$ cat src/rtl/pc_sequencer.sv
// pc_sequencer: fetch-stage PC owner and instruction-fetch sequencer.
// Selects next PC (PC+4, branch, jump), runs the imem req/ack
// handshake, absorbs ID stalls with a one-entry skid buffer and
// raises the IF/ID and ID/EX flush strobes.
//
// Ports:
//   clk, rst             clock, synchronous active-high reset
//   stall                ID cannot accept an instruction this cycle
//   br_taken, br_target  EX-resolved taken branch (pulse) and target
//   j_valid, j_target    ID-decoded j/jal and its target
//   imem_req, imem_addr  fetch request and address
//   imem_ack, imem_data  request retired, fetched instruction
//   if_valid, if_pc,     registered instruction presented to ID
//   if_instr
//   flush_id, flush_ex   combinational pipeline kill strobes

module pc_sequencer #(
    parameter logic [31:0] RESET_PC = 32'h0000_0000
) (
    input  logic        clk,
    input  logic        rst,
    input  logic        stall,
    input  logic        br_taken,
    input  logic [31:0] br_target,
    input  logic        j_valid,
    input  logic [31:0] j_target,
    output logic        imem_req,
    output logic [31:0] imem_addr,
    input  logic        imem_ack,
    input  logic [31:0] imem_data,
    output logic        if_valid,
    output logic [31:0] if_pc,
    output logic [31:0] if_instr,
    output logic        flush_id,
    output logic        flush_ex
);

    typedef enum logic [1:0] {
        IDLE = 2'd0,
        REQ  = 2'd1,
        DROP = 2'd2
    } state_t;

    state_t      state_q;
    state_t      state_d;

    logic [31:0] pc_q;
    logic [31:0] pc_d;

    // Address of the request being dropped; pc may be
    // overwritten by a redirect while this one is still in flight.
    logic [31:0] drop_addr_q;
    logic [31:0] drop_addr_d;

    logic        skid_valid_q;
    logic        skid_valid_d;
    logic [31:0] skid_pc_q;
    logic [31:0] skid_pc_d;
    logic [31:0] skid_instr_q;
    logic [31:0] skid_instr_d;

    logic        out_valid_q;
    logic        out_valid_d;
    logic [31:0] out_pc_q;
    logic [31:0] out_pc_d;
    logic [31:0] out_instr_q;
    logic [31:0] out_instr_d;

    logic        jump_take;
    logic        redirect;
    logic [31:0] redir_target;
    logic        ack_fire;
    logic        fetch_ok;
    logic [31:0] pc_seq;

    // A stalled ID cannot act on a jump it is holding.
    assign jump_take    = j_valid & ~stall;
    assign redirect     = br_taken | jump_take;
    assign redir_target = br_taken ? br_target : j_target;

    assign flush_id = redirect;
    assign flush_ex = br_taken;

    // A full skid means the next instruction has nowhere to go,
    // so no new request is issued until it drains.
    assign imem_req  = ((state_q == REQ) & ~skid_valid_q)
                     | (state_q == DROP);
    assign imem_addr = (state_q == DROP) ? drop_addr_q : pc_q;

    assign ack_fire = imem_req & imem_ack;
    assign fetch_ok = ack_fire & (state_q == REQ);
    assign pc_seq   = pc_q + 32'd4;

    assign if_valid = out_valid_q;
    assign if_pc    = out_pc_q;
    assign if_instr = out_instr_q;

    always_ff @(posedge clk) begin
        if (rst) begin
            state_q      <= IDLE;
            pc_q         <= RESET_PC;
            drop_addr_q  <= RESET_PC;
            skid_valid_q <= 1'b0;
            skid_pc_q    <= 32'd0;
            skid_instr_q <= 32'd0;
            out_valid_q  <= 1'b0;
            out_pc_q     <= 32'd0;
            out_instr_q  <= 32'd0;
        end else begin
            state_q      <= state_d;
            pc_q         <= pc_d;
            drop_addr_q  <= drop_addr_d;
            skid_valid_q <= skid_valid_d;
            skid_pc_q    <= skid_pc_d;
            skid_instr_q <= skid_instr_d;
            out_valid_q  <= out_valid_d;
            out_pc_q     <= out_pc_d;
            out_instr_q  <= out_instr_d;
        end
    end

    // Sequencing state and PC selection.
    always_comb begin
        state_d     = state_q;
        pc_d        = pc_q;
        drop_addr_d = drop_addr_q;

        case (state_q)
            IDLE: begin
                state_d = REQ;
            end
            REQ: begin
                if (redirect) begin
                    // Unacked request must be retired before
                    // the target can be fetched.
                    if (imem_req & ~imem_ack) begin
                        state_d     = DROP;
                        drop_addr_d = pc_q;
                    end
                end else if (ack_fire) begin
                    pc_d = pc_seq;
                end
            end
            DROP: begin
                if (ack_fire) begin
                    state_d = REQ;
                end
            end
            default: begin
                state_d = IDLE;
            end
        endcase

        if (redirect) begin
            pc_d = redir_target;
        end
    end

    // Output register and skid buffer.
    always_comb begin
        skid_valid_d = skid_valid_q;
        skid_pc_d    = skid_pc_q;
        skid_instr_d = skid_instr_q;
        out_valid_d  = out_valid_q;
        out_pc_d     = out_pc_q;
        out_instr_d  = out_instr_q;

        if (redirect) begin
            skid_valid_d = 1'b0;
            out_valid_d  = 1'b0;
        end else if (~stall) begin
            if (skid_valid_q) begin
                out_valid_d  = 1'b1;
                out_pc_d     = skid_pc_q;
                out_instr_d  = skid_instr_q;
                skid_valid_d = 1'b0;
            end else if (fetch_ok) begin
                out_valid_d = 1'b1;
                out_pc_d    = pc_q;
                out_instr_d = imem_data;
            end else begin
                out_valid_d = 1'b0;
            end
        end else if (fetch_ok) begin
            if (~out_valid_q) begin
                out_valid_d = 1'b1;
                out_pc_d    = pc_q;
                out_instr_d = imem_data;
            end else begin
                skid_valid_d = 1'b1;
                skid_pc_d    = pc_q;
                skid_instr_d = imem_data;
            end
        end
    end

endmodule
$ cat config.mk
export PLATFORM = sky130hd
export DESIGN_NAME = pc_sequencer
export DESIGN_NICKNAME = d
export VERILOG_FILES = /design/src/rtl/pc_sequencer.sv
export SDC_FILE = /design/constraint.sdc
export NUM_CORES = 1
export LEC_CHECK = 0
export CELL_PAD_IN_SITES_DETAIL_PLACEMENT = 0
export CELL_PAD_IN_SITES_GLOBAL_PLACEMENT = 1
export CORE_MARGIN = 5
export CORE_UTILIZATION = 40
export DETAILED_ROUTE_END_ITERATION = 8
export PLACE_DENSITY_LB_ADDON = 0.1
export SLEW_MARGIN = 20
export SYNTH_ARGS = -nofsm -noshare
export SYNTH_HDL_FRONTEND = slang
export SYNTH_SLANG_ARGS = --single-unit
$ cat constraint.sdc
create_clock -name clk -period 5.5 [get_ports clk]
set_input_delay 1.65 -clock clk [delete_from_list [all_inputs] [get_ports clk]]
set_output_delay 1.65 -clock clk [all_outputs]
set_load 0.02 [all_outputs]
Word-level counts from Yosys, hierarchy flattened. Index checks and enable logic that the tools add are counted.

Output and inout bits: 100. Bits of input ports: 102. Register bits after elaboration: 196.

Eq/ne operators: 7. Bitwise operators: 11. Mux-type cells: 23. Add/sub/neg operators: 1. Reductions and logical operators: 12.

Operator list (number): 32-bit two-way mux (15); 32-bit by 3-bit adder with 32-bit output, second input constant (1); 4-bit AND reduction (2); 2-bit two-way mux (3); 2-bit inequality test, second input constant (3); 2-bit one-hot mux with 3 select lines (1); 3-bit AND reduction (2); 2-bit nonzero test (3); 1-bit bitwise AND (5); 1-bit two-way mux (4); 2-bit by 1-bit inequality test with 1-bit output, second input constant (2); 1-bit inverter (4); 2-bit AND reduction (2); 3-bit OR reduction (1); 2-bit by 1-bit == test with 1-bit output, second input constant (1); 2-bit == test, second input constant (1); 2-bit zero test (1); 1-bit OR (2); 2-bit OR reduction (1).

Longest topological paths before layout. Gate-level depths: netlist of run 1.

Word-level depth: 8. Mapped depth: 9.

Least setup slack after synthesis of run 1. No wires, ideal clock.

Path kind: input port to output port. Start: input j_valid. End: output flush_id. Path slack: 1.563 ns. Cell stages on the path: 4. Data arrival time: 2.287 ns. Cells stage by stage: nor2b_1 buf_2 nor2_2 inv_1.

Word-level cells in the longest chain between the ends: 2.

Ends and longest elaborated chain: from (decl) (RTL line 25) `input logic j_valid,`; 1-bit bitwise AND (RTL line 77) `assign jump_take = j_valid & ~stall;`; 1-bit OR (RTL line 78) `assign redirect = br_taken | jump_take;`; to (decl) (RTL line 34) `output logic flush_id,`.

Every way passes these cells.

Worst setup path in the final report of run 1.
Start: input stall. End: output flush_id.

Word-level cells in the longest chain between the ends: 3.

Ends and longest elaborated chain: from (decl) (RTL line 22) `input logic stall,`; 1-bit inverter (no line); 1-bit bitwise AND (RTL line 77); 1-bit OR (RTL line 78).

Every way passes these cells.

==> results.md, run 1 <==
* Syn Nets at 1153
* Max Cap Viol at 0
* Avg Cell Area, Syn at 8.46 µm²
* Most common cell after layout, fill and taps aside: nand2_1
* ANT nets after route at 0
* Nets at 1292
* Tcrit/Tclk final at 88.6%
* PostCTS Resize Cnt at 0
* Synthesized cell area at 8880 µm²
* Hold_buf cts at 0
* Synth Warn # at 0
* Largest net degree at the start of global routing at 81
* Run status: finished, final reports clean
* Port buffer count at 201
* Min Tclk post-route at between 4 and 5 ns
* DRT iter0 DRCs at 428
* First-pass GRT wire length at roughly 42000 µm
* #FFs+latches synth at 196
* Vias per cell at 5.23
* Critical path class: in -> out
* Ys flop type: dfxtp_1
* ANT cells at 0
* Synth top area cells: dfxtp_1, nand2_1, mux2i_1
* Top cell type's share of synthesized area at 44.2%
* Hold Crit Class: reg -> reg
* # clock sinks at 196
* Post-CTS Setup Repair Bufs at 0
* Initial antenna violation count at 2
* Worst path required time at 3.85 ns
* Commonest non-fill, non-tap cells in the layout: nand2_1, clkdlybuf4s50_1, dfxtp_1
* Die Ht at 159 µm
* Drt drc at 0
* Leakage power at 4.29 nW
* RSZ-0062 raised after global routing: false
* WP data arrival at 3.22 ns
* Gp weighted congestion at ~0.78
* Max Clock Skew at 0.0182 ns
* Total GRT Usage at 20.1%
* Unique masters post-synth at between 50 and 60
* Max Buffers Root-to-Sink at 2
* Initial Util at 40.7%
* Layout cells sized above 1 at 8.90%
* Pwr Density at 281 nW/µm²
* GR Overflow Total at 0
* Sequential area share after synthesis at 44.2%
* Final Non-Filler Cells at 1482
* Post-Synthesis Cells at 1050
* WL final at 26000 µm
* DP HPWL at around 17000 µm
* Row count at 54
* CTS tree: yes
* Placed Area at 11000 µm²
* Worst Tran Pin Value at 0.882 ns
* # H-tree levels at 4
* Fin. max-slew vios at 0
* Peak VDD IR at 199 µV
* CTS buffer count at 17
* Die Span X at 159 µm
* Vias in the first global route at 7493
* Max FO, Critical Path at 6
* First-pass detailed-route iteration total at 7
* Asr flop ratio synth at 0%
* # IOs at approximately 200
* Setup violators final at 0
* Root buf cell: clkbuf_16
* Post-synth EDFFs at 0
* Post-synth top area cell: dfxtp_1
* Clock-pin transition on the worst setup and hold timing paths at 0.07 ns
* Final WS setup at 0.628 ns
* Setup_tns at 0 ns
* Rel. slew slack at just over 40%
* Max Fclk at 205 MHz
* Vias at around 7800
* Worst setup SP type: input port
* Cell total after placement at 1450
* Latest clock arrival within the worst-skew pair at between 0.4 and 0.5 ns
* Area growth syn-to-layout at 30.1%
* Critical Path End Type: primary output
* Hold Vio Cnt, Final at 0
* Placement Setup Slack at 0.612 ns
* Routed wire length per instance at between 15 and 20 µm
* Core footprint at roughly 22000 µm²
* Die area at 25300 µm²
* Final Cell Area at 11500 µm²
per-stage QoR:
stage               util (%)  power [mW]  hold slack (ns)
finish                  52.9        3.25            0.453
global route            52.9        3.40            0.468
floorplan                  -        1.81            0.433
detailed placement      50.3        2.05            0.444
global placement        50.3        2.04            0.438
CTS                     52.9        3.28            0.455
Yosys cell counts (8+ instances only):
library cell and count:
buf_2 22, clkbuf_1 48, nand2_1 223, buf_4 12, xor2_1 16, nand3_1 16, nor3_1 16, buf_1 15
mux2i_1 65, nand4_1 9, a211oi_1 66, dfxtp_1 196, xnor2_1 8, mux2_2 33, a21oi_1 116, nor2_1 90
o21ai_0 15
worst max-delay path, stage by stage:
cell             delay, ns
clkdlybuf4s50_1       0.48
nor2b_1               0.20
nor2_2                0.06
inv_1                 0.13
clkdlybuf4s50_1       0.69
cells by family after synthesis:
family                     Yosys count  synth area share, %
muxes                               98                 11.5
xor gates and xnor gates            24                 2.37
buffers and inverters              103                 5.19
AOI/OAI and AO/OA                  228                 16.2
adders and majority gates            1                0.141
DFF                                196                 44.2
and+or+nand+nor                    400                 20.4
per-layer routing:
metal / global-route usage [%] / up-vias / wire length, µm
met5: 0 / - / 23
met1: 27.8 / 3598 / 12400
met4: 5.27 / 4 / 369
met2: 31.8 / 203 / 11900
met3: 4.56 / 28 / 1330
li1: - / 3923 / -
flip-flops by register name, indices dropped and copies added, names as in the netlist, 2 cells and up:
| register | count |
|---|---|
| drop_addr_q | 32 |
| if_instr | 32 |
| if_pc | 32 |
| pc_q | 32 |
| skid_instr_q | 32 |
| skid_pc_q | 32 |
| state_q | 2 |
path summary, 6_finish.rpt:
| kind | startpoint | endpoint | slack [ns] | cells after the start |
|---|---|---|---|---|
| hold reg to reg | skid_instr_q[19] | skid_instr_q[19] | 0.45 | 2 |
| hold / removal | skid_instr_q[19] | skid_instr_q[19] | 0.45 | 2 |
| setup / recovery | stall | flush_id | 0.63 | 5 |
| setup reg to reg | pc_q[2] | pc_q[30] | 3.04 | 6 |
power breakdown:
part           total (mW)  internal [mW]  switching (mW)
registers            1.53           1.47          0.0600
logic               0.474          0.233           0.241
clock network        1.24          0.641           0.596
total                3.25           2.35           0.897
final cells by class:
cell class / instances / area, µm²
Fill cell: 2081 / 10300
Multi-Input combinational cell: 751 / 4530
Sequential cell: 196 / 3920
Timing Repair Buffer: 218 / 2150
Clock buffer: 19 / 433
Tap cell: 280 / 350
Clock inverter: 13 / 138
Inverter: 5 / 18.8
(Power assumes the default switching activity.)
==> inputs of run 2 (changes only) <==
--- a/config.mk
+++ b/config.mk
@@ -8,9 +8,11 @@
 export CELL_PAD_IN_SITES_DETAIL_PLACEMENT = 0
 export CELL_PAD_IN_SITES_GLOBAL_PLACEMENT = 1
 export CORE_MARGIN = 5
-export CORE_UTILIZATION = 40
+export CORE_UTILIZATION = 41
 export DETAILED_ROUTE_END_ITERATION = 8
+export DONT_BUFFER_PORTS = 1
 export PLACE_DENSITY_LB_ADDON = 0.1
+export SETUP_SLACK_MARGIN = 0.15
 export SLEW_MARGIN = 20
 export SYNTH_ARGS = -nofsm -noshare
 export SYNTH_HDL_FRONTEND = slang
==> run 2 against run 1 <==
Effect of this change: sequential cell count unchanged; clock power about the same; count of clock-buffer cells in the layout decreased by 1; register-to-register slack about the same; critical path type is now reg -> out; largest cell class unchanged; sequential power grew 3%; combinational power fell by 51%; highest routed layer is now met4; critical path depth fell by 3; global-route usage fell by 0.43 points; cell count fell by 14%; core utilization down 8.1 points.
==> results.md, run 2 (synthesis results as in run 1) <==
* Run status: finished, final reports clean
* RSZ-0062 raised after global routing: false
* Die Span X at 157 µm (-1.2%)
* Most common cell after layout, fill and taps aside: nand2_1
* Latest clock arrival within the worst-skew pair at 0.43 ns (about the same)
* Die Ht at 157 µm (-1.2%)
* GR Overflow Total at 0 (unchanged)
* Routed wire length per instance at 19.4 µm (+11%)
* CTS buffer count at 17 (unchanged)
* PostCTS Resize Cnt at 0 (unchanged)
* Max Clock Skew at 0.0126 ns (-0.00556 ns)
* Commonest non-fill, non-tap cells in the layout: nand2_1, dfxtp_1, a21oi_1
* Placement Setup Slack at 1.74 ns (+1.12 ns)
* Max FO, Critical Path at 35 (+29)
* Largest net degree at the start of global routing at 194 (+140%)
* Critical Path End Type: primary output
* Register Area at 3920 µm² (unchanged)
* Area growth syn-to-layout at 6.71%
* WL final at 24700 µm (-5.3%)
* First-pass detailed-route iteration total at 5 (-2)
* First-pass GRT wire length at 38400 µm (-8.3%)
* Rel. slew slack at 28.2% (-13 points)
* Nets at 1085 (-16%)
* Sink of the worst hold path: drop_addr_q[14]
* Initial Util at 42.0% (+1.3 points)
* DP HPWL at 16300 µm (-6.9%)
* Hold depth at 2 (unchanged)
* Hold Path Origin: drop_addr_q[14]
* Die area at 24700 µm² (-2.3%)
* Met2 wire length at 11900 µm (+0.10%)
* # clock sinks at 196 (unchanged)
* Setup_tns at 0 ns (unchanged)
* Layout cells sized above 1 at 10.1% (+1.2 points)
* Leakage power at 3.52 nW (-18%)
* Tcrit/Tclk final at 71.6% (-17 points)
* Gp weighted congestion at 0.783 (+0.59%)
* ANT cells at 0 (unchanged)
* Seq pwr share at 51.9% (+4.7 points)
* Port buffer count at 0 (-100%)
* Worst R2R End: skid_pc_q[6]
* Cell total after placement at 1238 (-15%)
* Min Tclk post-route at 3.94 ns (-0.936 ns)
* Combinational Power Share at 7.7% (-6.9 points)
* Total chip power at 3.05 mW (-6.0%)
* Initial antenna violation count at 0 (-2)
* FF-to-FF Start: skid_valid_q
* Drt drc at 0 (unchanged)
* Max Fclk at 254 MHz (+24%)
* Final WS setup at 1.56 ns (+0.936 ns)
* Vias per cell at 5.44 (+3.9%)
* ANT nets after route at 0 (unchanged)
* Setup violators final at 0 (unchanged)
* # IOs at 202 (unchanged)
* Multi-input gate area at 4530 µm² (unchanged)
* # H-tree levels at 4 (unchanged)
* Core footprint at 21200 µm² (-3.1%)
* Clock-pin transition on the worst setup and hold timing paths at 0.08 ns (about the same)
* Vias in the first global route at 6491 (-13%)
* Max Buffers Root-to-Sink at 2 (unchanged)
* CP Launch Point: state_q[1]
* Final Util at 44.8% (-8.1 points)
* Root buf cell: clkbuf_16
* Vias at 6901 (-11%)
* Row count at 53 (-1.9%)
* Pwr Density at 322 nW/µm² (+15%)
* Clk pwr share at 40.5% (+2.4 points)
* Hold Crit Class: reg -> reg
* DR WL met3 at 1700 µm (+28%)
* Top routing layer in use: met4
* Hold Vio Cnt, Final at 0 (unchanged)
* Met1 WL at 10800 µm (-13%)
* Post-CTS Setup Repair Bufs at 0 (unchanged)
* R2R cell count at 5 (-1)
* Sw Pwr at 0.842 mW (-6.1%)
* Critical path class: reg -> out
* Worst path required time at 3.85 ns (about the same)
* WP data arrival at 2.29 ns (-0.93 ns)
* R2R Setup Slk at 3.03 ns (about the same)
* Worst Tran Pin Value at 1.08 ns (+0.193 ns)
* Filler cells at 2134 (+2.5%)
* Sw Share at 27.6% (about the same)
* Worst setup SP type: register
* Max Cap Viol at 0 (unchanged)
* Hold_buf cts at 0 (unchanged)
* Total GRT Usage at 19.7% (-0.43 points)
* Internal at 2.21 mW (-6.0%)
* DRT iter0 DRCs at 426 (-0.47%)
* Peak VDD IR at 195 µV (-2.1%)
* Final Non-Filler Cells at 1269 (-14%)
* CTS tree: yes
* Fin. max-slew vios at 0 (unchanged)
## run 2: changes by cell type in the layout (fill, tap and decap cells not counted), moves of 2 or more
cell,delta
clkinv_4,+2
clkinvlp_4,-4
buf_4,-5
clkdlybuf4s50_1,-200
clkinv_2,+2
## run 2: worst max path at each step
stage	end	slack, ns	cells after the start
3_5_place_dp	flush_id	1.74	3
3_3_place_gp	flush_id	1.74	3
4_1_cts	imem_addr[30]	1.51	2
2_1_floorplan	flush_id	1.56	4
6_report	imem_addr[30]	1.56	2
5_1_grt	imem_addr[30]	1.45	2
## run 2: through the flow
| stage | area, µm² | hold slack [ns] |
|---|---|---|
| floorplan | 8880 | 0.433 |
| global placement | 8900 | 0.433 |
| detailed placement | 8900 | 0.441 |
| CTS | 9470 | 0.451 |
| global route | 9470 | 0.462 |
| finish | 9470 | 0.450 |
## run 2: critical path: stages, from the launching register on
cell	delay, ns
dfxtp_1	0.39
nor2b_4	0.90
o21ai_0	0.58
## run 2: final cells by class
type | instances | area share (%)
Multi-Input combinational cell | 751 | 47.8
Tap cell | 275 | 3.63
Clock buffer | 18 | 4.53
Inverter | 5 | 0.198
Timing Repair Buffer | 11 | 0.872
Sequential cell | 196 | 41.4
Clock inverter | 13 | 1.51
## run 2: metal layers
| layer | GRT usage (%) | up-vias |
|---|---|---|
| met5 | 0 | - |
| met2 | 32.1 | 190 |
| met3 | 5.50 | 11 |
| li1 | - | 3498 |
| met4 | 4.14 | 0 |
| met1 | 26.3 | 3202 |
## run 2: power groups by stage
stage / Sequential, mW / Combinational (mW) / Clock, mW
3_3_place_gp: 1.62 / 0.235 / 0
5_1_grt: 1.59 / 0.261 / 1.33
2_1_floorplan: 1.57 / 0.236 / 0
4_1_cts: 1.58 / 0.237 / 1.28
3_5_place_dp: 1.62 / 0.236 / 0
6_report: 1.58 / 0.233 / 1.23
==> RTL edit: new RTL, settings of run 1 <==
`skid_instr_q` and `out_instr_q` no longer have a reset.
--- a/src/rtl/pc_sequencer.sv
+++ b/src/rtl/pc_sequencer.sv
@@ -102,21 +102,22 @@
             drop_addr_q  <= RESET_PC;
             skid_valid_q <= 1'b0;
             skid_pc_q    <= 32'd0;
-            skid_instr_q <= 32'd0;
             out_valid_q  <= 1'b0;
             out_pc_q     <= 32'd0;
-            out_instr_q  <= 32'd0;
         end else begin
             state_q      <= state_d;
             pc_q         <= pc_d;
             drop_addr_q  <= drop_addr_d;
             skid_valid_q <= skid_valid_d;
             skid_pc_q    <= skid_pc_d;
-            skid_instr_q <= skid_instr_d;
             out_valid_q  <= out_valid_d;
             out_pc_q     <= out_pc_d;
-            out_instr_q  <= out_instr_d;
         end
+    end
+
+    always_ff @(posedge clk) begin
+        skid_instr_q <= skid_instr_d;
+        out_instr_q  <= out_instr_d;
     end
 
     // Sequencing state and PC selection.
Behaviour: not the same (Yosys sat finds a counterexample within 4 cycles, from zero or initial values and one cycle with rst high; the reset may be asserted at any time).
==> RTL edit against run 1 <==
  * Sequential cell count unchanged
  * Cell area decreased by 0.40%
  * Critical path depth unchanged
  * First-iteration DRC count decreased by 12%
  * Setup slack improved by 0.15 ns
  * Via count decreased by 8.8%
  * Clock skew decreased by 0.0037 ns
  * Total power decreased by 0.17%
  * Utilization increased by 0.28 points
  * Worst hold slack got worse by 0.00094 ns
  * Area after synthesis decreased by 2.1%
  * Register-to-register slack got worse by 0.18 ns
  * Routed wire length decreased by 9.2%
  * Highest routed layer is now met4
==> RTL edit: results (changes against run 1) <==
| Metric | Value |
|---|---|
| Status | completed (unchanged) |
| Final Power | 3.24 mW (was 3.25 mW) |
| Initial antenna violation count | 0 (was 2) |
| Vias in the first global route | 6,796 (was 7,493) |
| DPL Wire Length | 16,300 um (was 17,500 um) |
| Number of synthesized flops with an enable pin | 64 (was 0) |
| Vias/cell | 5.19 (was 5.23) |
| Pleak | 3.73 nW (was 4.29 nW) |
| Sw frac | 26.3% (was 27.7%) |
| P_comb | 397 uW (was 474 uW) |
| Slew @ Worst Pin | 1.09 ns (was 0.882 ns) |
| Layout cells sized above 1 | 11.3% (was 8.90%) |
| Fin nets | 1,172 (was 1,292) |
| Total GRT Usage | 18.9% (was 20.1%) |
| Largest net degree at the start of global routing | 101 (was 81) |
| Most common cell after layout, fill and taps aside | clkdlybuf4s50_1 (was nand2_1) |
| Register-to-register setup slack | 2.86 ns (was 3.04 ns) |
| Reg2reg start | pc_q[3]$_SDFFE_PP0P_ (was pc_q[2]$_SDFFE_PP0P_) |
| First-iteration detailed-routing DRC count | 376 (was 428) |
| Fin Clk Skew | 0.0145 ns (was 0.0182 ns) |
| Hold Crit Start | drop_addr_q[22]$_SDFFE_PP0P_ (was skid_instr_q[19]$_SDFFE_PP0P_) |
| Yosys cell types | 54 (was 57) |
| Reg-to-reg endpoint | pc_q[24]$_SDFFE_PP0P_ (was pc_q[30]$_SDFFE_PP0P_) |
| Final GP Congestion | 0.770 (was 0.779) |
| Drt total wl | 23,600 um (was 26,000 um) |
| Post-synth top cells | nand2_1 (172), dfxtp_1 (132), a21oi_1 (99) (was nand2_1 (223), dfxtp_1 (196), a21oi_1 (116)) |
| Largest cells by area after synthesis | dfxtp_1 (30%), edfxtp_1 (22%), mux2_2 (8.0%) (was dfxtp_1 (44%), nand2_1 (9.4%), mux2i_1 (7.3%)) |
| Setup crit start | j_valid (was stall) |
| Sequential group power | 1.59 mW (was 1.53 mW) |
| First-pass GRT wire length | 37,300 um (was 41,800 um) |
==> RTL edit: cell count changes after synthesis, moves of 17 or more <==
cell	delta
edfxtp_1	+64
dfxtp_1	-64
a211oi_1	-25
mux2_2	+29
nand2_1	-51
a21oi_1	-17
mux2i_1	-32
==> RTL edit: kinds of logic (layout without fill, tap and decap cells) <==
family                     Yosys count  count (layout)  share of synthesized area, %
AOI/OAI and AO/OA                  183             183                          13.0
xor gates and xnor gates            21              21                          2.12
adders and majority gates            1               1                         0.144
buffers and inverters               91             259                          4.17
DFF                                196             196                          52.5
muxes                               95              95                          11.8
and+or+nand+nor                    327             327                          16.3
==> RTL edit: per-layer routing <==
| metal | track usage, % | vias up | share of wire, % |
|---|---|---|---|
| met4 | 4.67 | 0 | 1.1 |
| met5 | 0 | - | 0 |
| met2 | 28.7 | 208 | 44 |
| met1 | 27.5 | 3315 | 48 |
| met3 | 4.43 | 17 | 7.0 |
| li1 | - | 3531 | - |
==> RTL edit: final cells by class <==
type                            count  area, sq um
Fill cell                        2035        10100
Timing Repair Buffer              219         2160
Clock inverter                     14          165
Inverter                            8         30.0
Multi-Input combinational cell    627         3800
Clock buffer                       18          429
Tap cell                          280          350
Sequential cell                   196         4560
==> RTL edit: worst max-delay path: stages <==
cell and delay, ns:
clkdlybuf4s50_1 0.47, nor2b_1 0.19, nor2_1 0.10, inv_1 0.08, clkdlybuf4s50_1 0.60
==> RTL edit: stage by stage <==
step | std cells | area (sq um) | hold slack (ns) | setup slack, ns
after floorplan | 914 | 8690 | 0.433 | 1.27
after global placement | 1330 | 10900 | 0.438 | 0.757
after detailed placement | 1330 | 10900 | 0.446 | 0.743
after CTS | 1362 | 11500 | 0.456 | 0.737
after global routing | 1362 | 11500 | 0.470 | 0.701
final | 1362 | 11500 | 0.452 | 0.775
